<file path="src/rtl/paddle_pkg.sv">
// paddle_pkg: shared channel state type and default timing constants for the paddle one-shot emulator
package paddle_pkg;
  typedef enum logic {IDLE, TIMING} ch_state_e;
  localparam int LINE_CLKS_DEF   = 455;
  localparam int MIN_LINES_DEF   = 16;
  localparam int RANGE_LINES_DEF = 200;
  localparam int MAX_STEP_DEF    = 8;
endpackage

</file>
<file path="src/rtl/paddle_oneshot_ch.sv">
// paddle_oneshot_ch: one non-retriggerable 555-style one-shot; pulse length = (MIN_LINES + pos_eff) lines.
// Optional PAD_SLEW_EN: pos_eff slews toward the clamped request by at most MAX_STEP per trigger.
module paddle_oneshot_ch
  import paddle_pkg::*;
#(
  parameter int LINE_CLKS   = LINE_CLKS_DEF,
  parameter int MIN_LINES   = MIN_LINES_DEF,
  parameter int RANGE_LINES = RANGE_LINES_DEF,
  parameter int MAX_STEP    = MAX_STEP_DEF
) (
  input  logic       clk_i,
  input  logic       rst_ni,
  input  logic       trg_i,
  input  logic [7:0] pos_i,
  output logic       out_o
);
  localparam int CW = (LINE_CLKS > 1) ? $clog2(LINE_CLKS) : 1;
  localparam logic [CW-1:0] CLK_TOP = CW'(LINE_CLKS - 1);
  localparam logic [8:0] RANGE = 9'(RANGE_LINES);
  localparam logic [8:0] MIN   = 9'(MIN_LINES);

  // line_q is 9 bits wide, so the longest pulse must fit; a slew step must be positive
  if (MIN_LINES + RANGE_LINES > 511 || MAX_STEP < 1) begin : g_param_chk
    $error("paddle_oneshot_ch: MIN_LINES + RANGE_LINES must be <= 511 and MAX_STEP >= 1");
  end

  ch_state_e     state_q;
  logic [8:0]    line_q;
  logic [CW-1:0] clk_q;
  logic          out_q;
  logic [8:0]    tgt;
  logic [8:0]    pos_d;

  assign tgt = ({1'b0, pos_i} > RANGE) ? RANGE : {1'b0, pos_i};

`ifdef PAD_SLEW_EN
  localparam logic [8:0] STEP = 9'(MAX_STEP);
  logic [8:0] pos_q;
  logic [8:0] up;
  logic [8:0] dn;

  // move pos_eff toward the target by at most STEP; never overshoots, so it stays within 0..RANGE
  always_comb begin
    up    = tgt - pos_q;
    dn    = pos_q - tgt;
    pos_d = (tgt > pos_q) ? pos_q + ((up > STEP) ? STEP : up) : pos_q - ((dn > STEP) ? STEP : dn);
  end

  // remember pos_eff between triggers so the next slew starts from it
  always_ff @(posedge clk_i or negedge rst_ni)
    if (!rst_ni) pos_q <= '0;
    else if (state_q == IDLE && trg_i) pos_q <= pos_d;
`else
  assign pos_d = tgt;
`endif

  // one-shot FSM: load (MIN + pos_eff) lines on a trigger in IDLE, count down lines of LINE_CLKS cycles
  always_ff @(posedge clk_i or negedge rst_ni)
    if (!rst_ni) begin
      state_q <= IDLE;
      line_q  <= '0;
      clk_q   <= '0;
      out_q   <= 1'b0;
    end else begin
      case (state_q)
        IDLE:
          if (trg_i) begin
            state_q <= TIMING;
            line_q  <= MIN + pos_d;
            clk_q   <= CLK_TOP;
            out_q   <= 1'b1;
          end
        TIMING:
          if (clk_q != '0) clk_q <= clk_q - CW'(1);
          else if (line_q == 9'd1) begin
            state_q <= IDLE;
            out_q   <= 1'b0;
          end else begin
            line_q <= line_q - 9'd1;
            clk_q  <= CLK_TOP;
          end
      endcase
    end

  assign out_o = out_q;
endmodule

</file>
<file path="src/rtl/paddle_emu.sv">
// paddle_emu: two paddle pot/555 one-shots answering the shared falling-edge trigger PAD_TRG_N.
// Optional feature macro: PAD_SLEW_EN (position slew limiting in each channel).
module paddle_emu
  import paddle_pkg::*;
#(
  parameter int LINE_CLKS   = LINE_CLKS_DEF,
  parameter int MIN_LINES   = MIN_LINES_DEF,
  parameter int RANGE_LINES = RANGE_LINES_DEF,
  parameter int MAX_STEP    = MAX_STEP_DEF
) (
  input  logic       CLK,
  input  logic       FPGA_RESET_N,
  input  logic       PAD_TRG_N,
  input  logic [7:0] PAD1_POS,
  input  logic [7:0] PAD2_POS,
  output logic       PAD1_OUT,
  output logic       PAD2_OUT
);
  logic trg_q;
  logic arm_q;
  logic trg_edge;

  // trigger history; arm_q masks the first cycle after reset so a trigger already low at release is not an edge
  always_ff @(posedge CLK or negedge FPGA_RESET_N)
    if (!FPGA_RESET_N) begin
      trg_q <= 1'b1;
      arm_q <= 1'b0;
    end else begin
      trg_q <= PAD_TRG_N;
      arm_q <= 1'b1;
    end

  assign trg_edge = arm_q & trg_q & ~PAD_TRG_N;

  paddle_oneshot_ch #(
    .LINE_CLKS(LINE_CLKS), .MIN_LINES(MIN_LINES), .RANGE_LINES(RANGE_LINES), .MAX_STEP(MAX_STEP)
  ) u_ch1 (
    .clk_i(CLK), .rst_ni(FPGA_RESET_N), .trg_i(trg_edge), .pos_i(PAD1_POS), .out_o(PAD1_OUT)
  );

  paddle_oneshot_ch #(
    .LINE_CLKS(LINE_CLKS), .MIN_LINES(MIN_LINES), .RANGE_LINES(RANGE_LINES), .MAX_STEP(MAX_STEP)
  ) u_ch2 (
    .clk_i(CLK), .rst_ni(FPGA_RESET_N), .trg_i(trg_edge), .pos_i(PAD2_POS), .out_o(PAD2_OUT)
  );
endmodule

</file>
<file path="config.mk">
export PLATFORM = sky130hd
export DESIGN_NAME = paddle_emu
export DESIGN_NICKNAME = d
export VERILOG_FILES = /design/src/rtl/paddle_pkg.sv /design/src/rtl/paddle_oneshot_ch.sv /design/src/rtl/paddle_emu.sv
export SDC_FILE = /design/constraint.sdc
export NUM_CORES = 1
export LEC_CHECK = 0
export CORE_MARGIN = 1.5
export CORE_UTILIZATION = 45
export DETAILED_ROUTE_END_ITERATION = 16
export GPL_ROUTABILITY_DRIVEN = 0
export PLACE_DENSITY = 0.68
export SYNTH_ARGS = -nofsm -noshare
export SYNTH_HDL_FRONTEND = slang
export SYNTH_SLANG_ARGS = --single-unit
</file>
<file path="constraint.sdc">
create_clock -name CLK -period 2.1 [get_ports CLK]
set_input_delay 0.42 -clock CLK [delete_from_list [all_inputs] [get_ports CLK]]
set_output_delay 0.42 -clock CLK [all_outputs]
set_load 0.03 [all_outputs]
</file>
# Word-level counts from Yosys, hierarchy flattened
# Index checks and enable logic that the tools add are counted.
[totals] ff_bits=42 in_bits=19 output_inout_bits=2 word_cells=74
[op_classes] add_sub_neg=6 order_cmp=2 n_eq_ne=12 mux=31 bitwise_logic=5 n_reduce_logical=8
[op_table] cell="$mux 9" count=11
[op_table] cell="$pmux 9 s2" count=4
[op_table] cell="$sub 9x1->9 const B" count=4
[op_table] cell="$add 5x9->9 const A" count=2
[op_table] cell="$eq 9x1->1 const B" count=2
[op_table] cell="$reduce_bool 9->1" count=2
[op_table] cell="$gt 8x8->1 const B" count=2
[op_table] cell="$mux 8" count=2
[op_table] cell="$ne 2x2->1 const B" count=8
[op_table] cell="$reduce_and 3->1" count=4
[op_table] cell="$mux 1" count=10
[op_table] cell="$pmux 1 s2" count=4
[op_table] cell="$ne 3x3->1 const B" count=2
[op_table] cell="$reduce_and 2->1" count=2
[op_table] cell="$not 1->1" count=3
[op_table] cell="$and 1x1->1" count=2

# Depth between registers and ports, before layout
[depth] depth_word=5 mapped_depth=7 depth_no_buf=6

# Modules after synthesis
# Synthesis repeated with hierarchy kept, for this count alone.
[hier_totals] hier_cells=292 hier_area_um2=2581.2
[by_module_without_submodules] mod="paddle_oneshot_ch" n_inst=2 cells_per_inst=144 area_per_inst_um2=1258.7
[by_module_without_submodules] mod="paddle_emu" n_inst=1 cells_per_inst=4 area_per_inst_um2=63.8

# Worst setup path after synthesis
# OpenSTA, ideal clock, no wires.
[synth_path] kind="flip-flop to flip-flop" start="register u_ch1.clk_q[0]" end="register u_ch1.line_q[6]" t_arrival_ns=1.899 setup_slack_ns=0.079 stages_incl_launch_ff=7 n_path_buf=0 synth_period_minus_slack_ns=2.021 cell_sequence="dfrtp_1 > inv_1 > ha_1 > or4b_1 > a2111oi_4 > nand2_1 > a32o_1"
[synth_between] elab_chain_len=3
[synth_lines] item="from (decl)" line_no="paddle_oneshot_ch.sv:29" source="logic [CW-1:0] clk_q;"
[synth_lines] item="from (signal assigned)" line_no="paddle_oneshot_ch.sv:74" source="if (clk_q != '0) clk_q <= clk_q - CW'(1);"
[synth_lines] item="$reduce_bool 9->1" line_no="paddle_oneshot_ch.sv:74"
[synth_lines] item="$ne 2x2->1 (no source line)"
[synth_lines] item="$reduce_and 3->1 (no source line)"
[synth_lines] item="to (signal assigned)" line_no="paddle_oneshot_ch.sv:69" source="line_q <= MIN + pos_d;"
[synth_lines] item="to (signal assigned)" line_no="paddle_oneshot_ch.sv:79" source="line_q <= line_q - 9'd1;"
[synth_lines] item="to (decl)" line_no="paddle_oneshot_ch.sv:28" source="logic [8:0] line_q;"
# No other way between the ends.
# A chain may end at the register's enable or synchronous reset.

# Worst setup path after layout
[layout_path] start="register u_ch1.line_q[0]" end="register u_ch1.clk_q[6]"
[layout_between] elab_chain_len=3
[layout_lines] item="$eq 9x1->1" line_no="paddle_oneshot_ch.sv:75" source="else if (line_q == 9'd1) begin"
[layout_lines] item="$ne 3x3->1 (no source line)"
[layout_lines] item="$reduce_and 2->1 (no source line)"
# No other way between the ends.

==> qor.txt <==
min Tclk post-route: 2.025 ns
RSZ-0062 raised after global routing: yes
status: finished clean
largest net degree at the start of global routing: 27
Hold Vio Cnt, Final: 0
remaining antenna violation count: 0
Syn Nets: 309
routed vias/inst: 5.995
crit path from: u_ch1.line_q[0]
Num CTS Buffers: 5
die footprint: 6471 um^2
DIE HEIGHT: 80.45 um
layout cells sized above 1: 0.2407
Peak VDD IR: 0.5994 mV
GR Util All Layers: 0.2253
placed insts: 414
WL per Instance: 16.33 um
# nets final: 373
met2 wire length: 3474 um
first-pass GRT wire length: 11,230 um
first-pass iteration count of the detailed router: 4
Metal-1 WL: 3029 um
Post-DP HPWL: 5023 um
clock skew: 0.009383 ns
CP Class: reg -> reg
Yosys reg bits: 42
Max-slew headroom: 0.6286
Max Root-Sink Buffers: 2
final period utilization: 0.9643
vias in the first global route: 2,396
Area Growth Syn to Fin: 27.54%
Detailed Route Iter0 Violations: 126
dpl ws: -0.008687 ns
depth of the CTS H-tree: 2
Mapped Cells: 284
Initial Utilization: 0.4613
cts hold-fix bufs: 0
floorplan core area: 5851 um^2
hold crit path type: in -> async
CTS tree: yes
I/O pin cnt: 21
clk sink count: 42
final cell count without fillers: 424
clk_lat worst skew: 0.30 ns
worst r2r src: u_ch1.line_q[0]
Post-Syn Area per Cell: 9.503 um^2
num rows: 28
final wirelength: 6922 um
CP arrival: 2.22 ns
GRT overflow: 0
Yosys cell types: 71
clk root buf: clkbuf_8
DIE WIDTH: 80.45 um
# Max-Cap Violations: 0
cell taking the most area after synthesis: dfrtp_1
asr flop ratio synth: 1.000
crit path max fanout: 5
ant diodes: 0
worst slew pin tran: 0.5571 ns
Pins Over Slew Limit: 0
critical path required time: 2.29 ns
Post-synth EDFFs: 0
top cell type's share of synthesized area: 0.3802
Critical Path Start Type: flop
total power: 2.478 mW
largest cells by area after synthesis: dfrtp_1 38%, a21oi_1 3.7%, nor2_1 3.3%
Residual DRC: 0
crit path capture type: flop
Yosys warnings: 0
most frequent cells in the layout: 44 x buf_4, 41 x dfrtp_1, 24 x nor2_1, 20 x a21oi_1, 19 x clkdlybuf4s50_1
Max Clock Freq: 0.4938 GHz
Max Used Layer: met4
most common cell after layout, fill and taps aside: buf_4
clk slew on worst S/H paths: 0.09 ns
Worst Hold Slack: 0.08913 ns
met3 routed WL: 284 um
mapped cell area: 2699 um^2
Seq/Total Area, Yosys: 0.3899
port bufs: 20
Top FF cell, synth: dfrtp_1
Fillers: 509
Layout Utilization: 0.5883
total number of vias: 2,542
Setup-failing EPs final: 0
Pwr Density: 719.9 nW/um^2
setup ws final: 0.07494 ns
Leakage: 1.419 nW
antenna violations before repair: 0
[synthesized netlist by cell type, types with 5 or more instances]
library cell,instances
dfrtp_1,41
nor2_1,24
a21oi_1,20
nand2_1,17
inv_1,12
o21ai_0,12
nor3_1,10
a31oi_1,9
clkbuf_1,7
a311oi_1,6
ha_1,6
nand3_1,6
nand4_1,6
o311ai_0,5
[timing repair]
| action | CTS | global route |
|---|---|---|
| pin swaps | 1 | 4 |
| setup endpoints to repair | 3 | 8 |
| gates resized for setup | 0 | 10 |
| buffers inserted | 0 | 2 |
[final cells by class]
type,instances,area (um^2),area share
timing repair buffer,66,556.8,0.1618
sequential,42,1052,0.3057
tap,75,93.84,0.02726
clock inverter,2,37.54,0.01091
multi-input combinational,220,1580,0.4591
clock buffer,6,72.57,0.02108
inverter,13,48.80,0.01418
[worst max-delay path: stages (launching register included)]
cell and delay (ns):
dfrtp_1 0.36, buf_4 0.13, ha_1 0.15, or4b_1 0.51, nor4_4 0.37, buf_4 0.19
nor3_1 0.04, nand3b_1 0.16
[report_power, final]
group	leakage, nW	internal [mW]	switching [mW]
clock	0.0514	0.355	0.317
sequential	0.501	0.945	0.183
combinational	0.867	0.347	0.332
total	1.42	1.65	0.831
[per-stage QoR]
stage	instance area (um^2)	setup TNS, ns
after floorplan	2699	0
after global placement	3289	0
after detailed placement	3289	-0.008687
after CTS	3400	0
after global routing	3442	-0.02895
final	3442	0
[path summary, 6_finish.rpt]
check,to,slack (ns),cells past startpoint
max in group asynchronous,u_ch2.clk_q[3],1.43,2
hold reg to reg,u_ch2.out_o,0.50,2
setup / recovery,u_ch1.clk_q[6],0.07,7
min in group CLK,u_ch2.out_o,0.50,2
setup reg to reg,u_ch1.clk_q[6],0.07,7
hold / removal,u_ch1.clk_q[0],0.09,1
[state kept, by name (all words and copies together) (netlist names)]
register,count
u_ch2.line_q,9
trg_q,1
u_ch1.clk_q,9
arm_q,1
u_ch2.out_o,1
u_ch1.out_o,1
u_ch1.state_q,1
u_ch2.state_q,1
u_ch2.clk_q,9
u_ch1.line_q,9
[routing by layer]
metal / vias to the layer above / track usage
met5: - / 0
met4: 0 / 0.07069
met3: 13 / 0.04545
met2: 63 / 0.3950
met1: 1222 / 0.2753
li1: 1244 / -
[kinds of logic after synthesis]
kind of cell	Yosys count	synth area share
XOR/XNOR	4	0.01298
other	1	0.001389
adder cells (fa/ha/maj)	6	0.02782
AND/OR/NAND/NOR	113	0.2633
buffers and inverters	22	0.03338
flip-flops	42	0.3899
multiplexers	4	0.01530
AO/OA/AOI/OAI	92	0.2559
No activity file was read; power rests on OpenSTA's default activity.
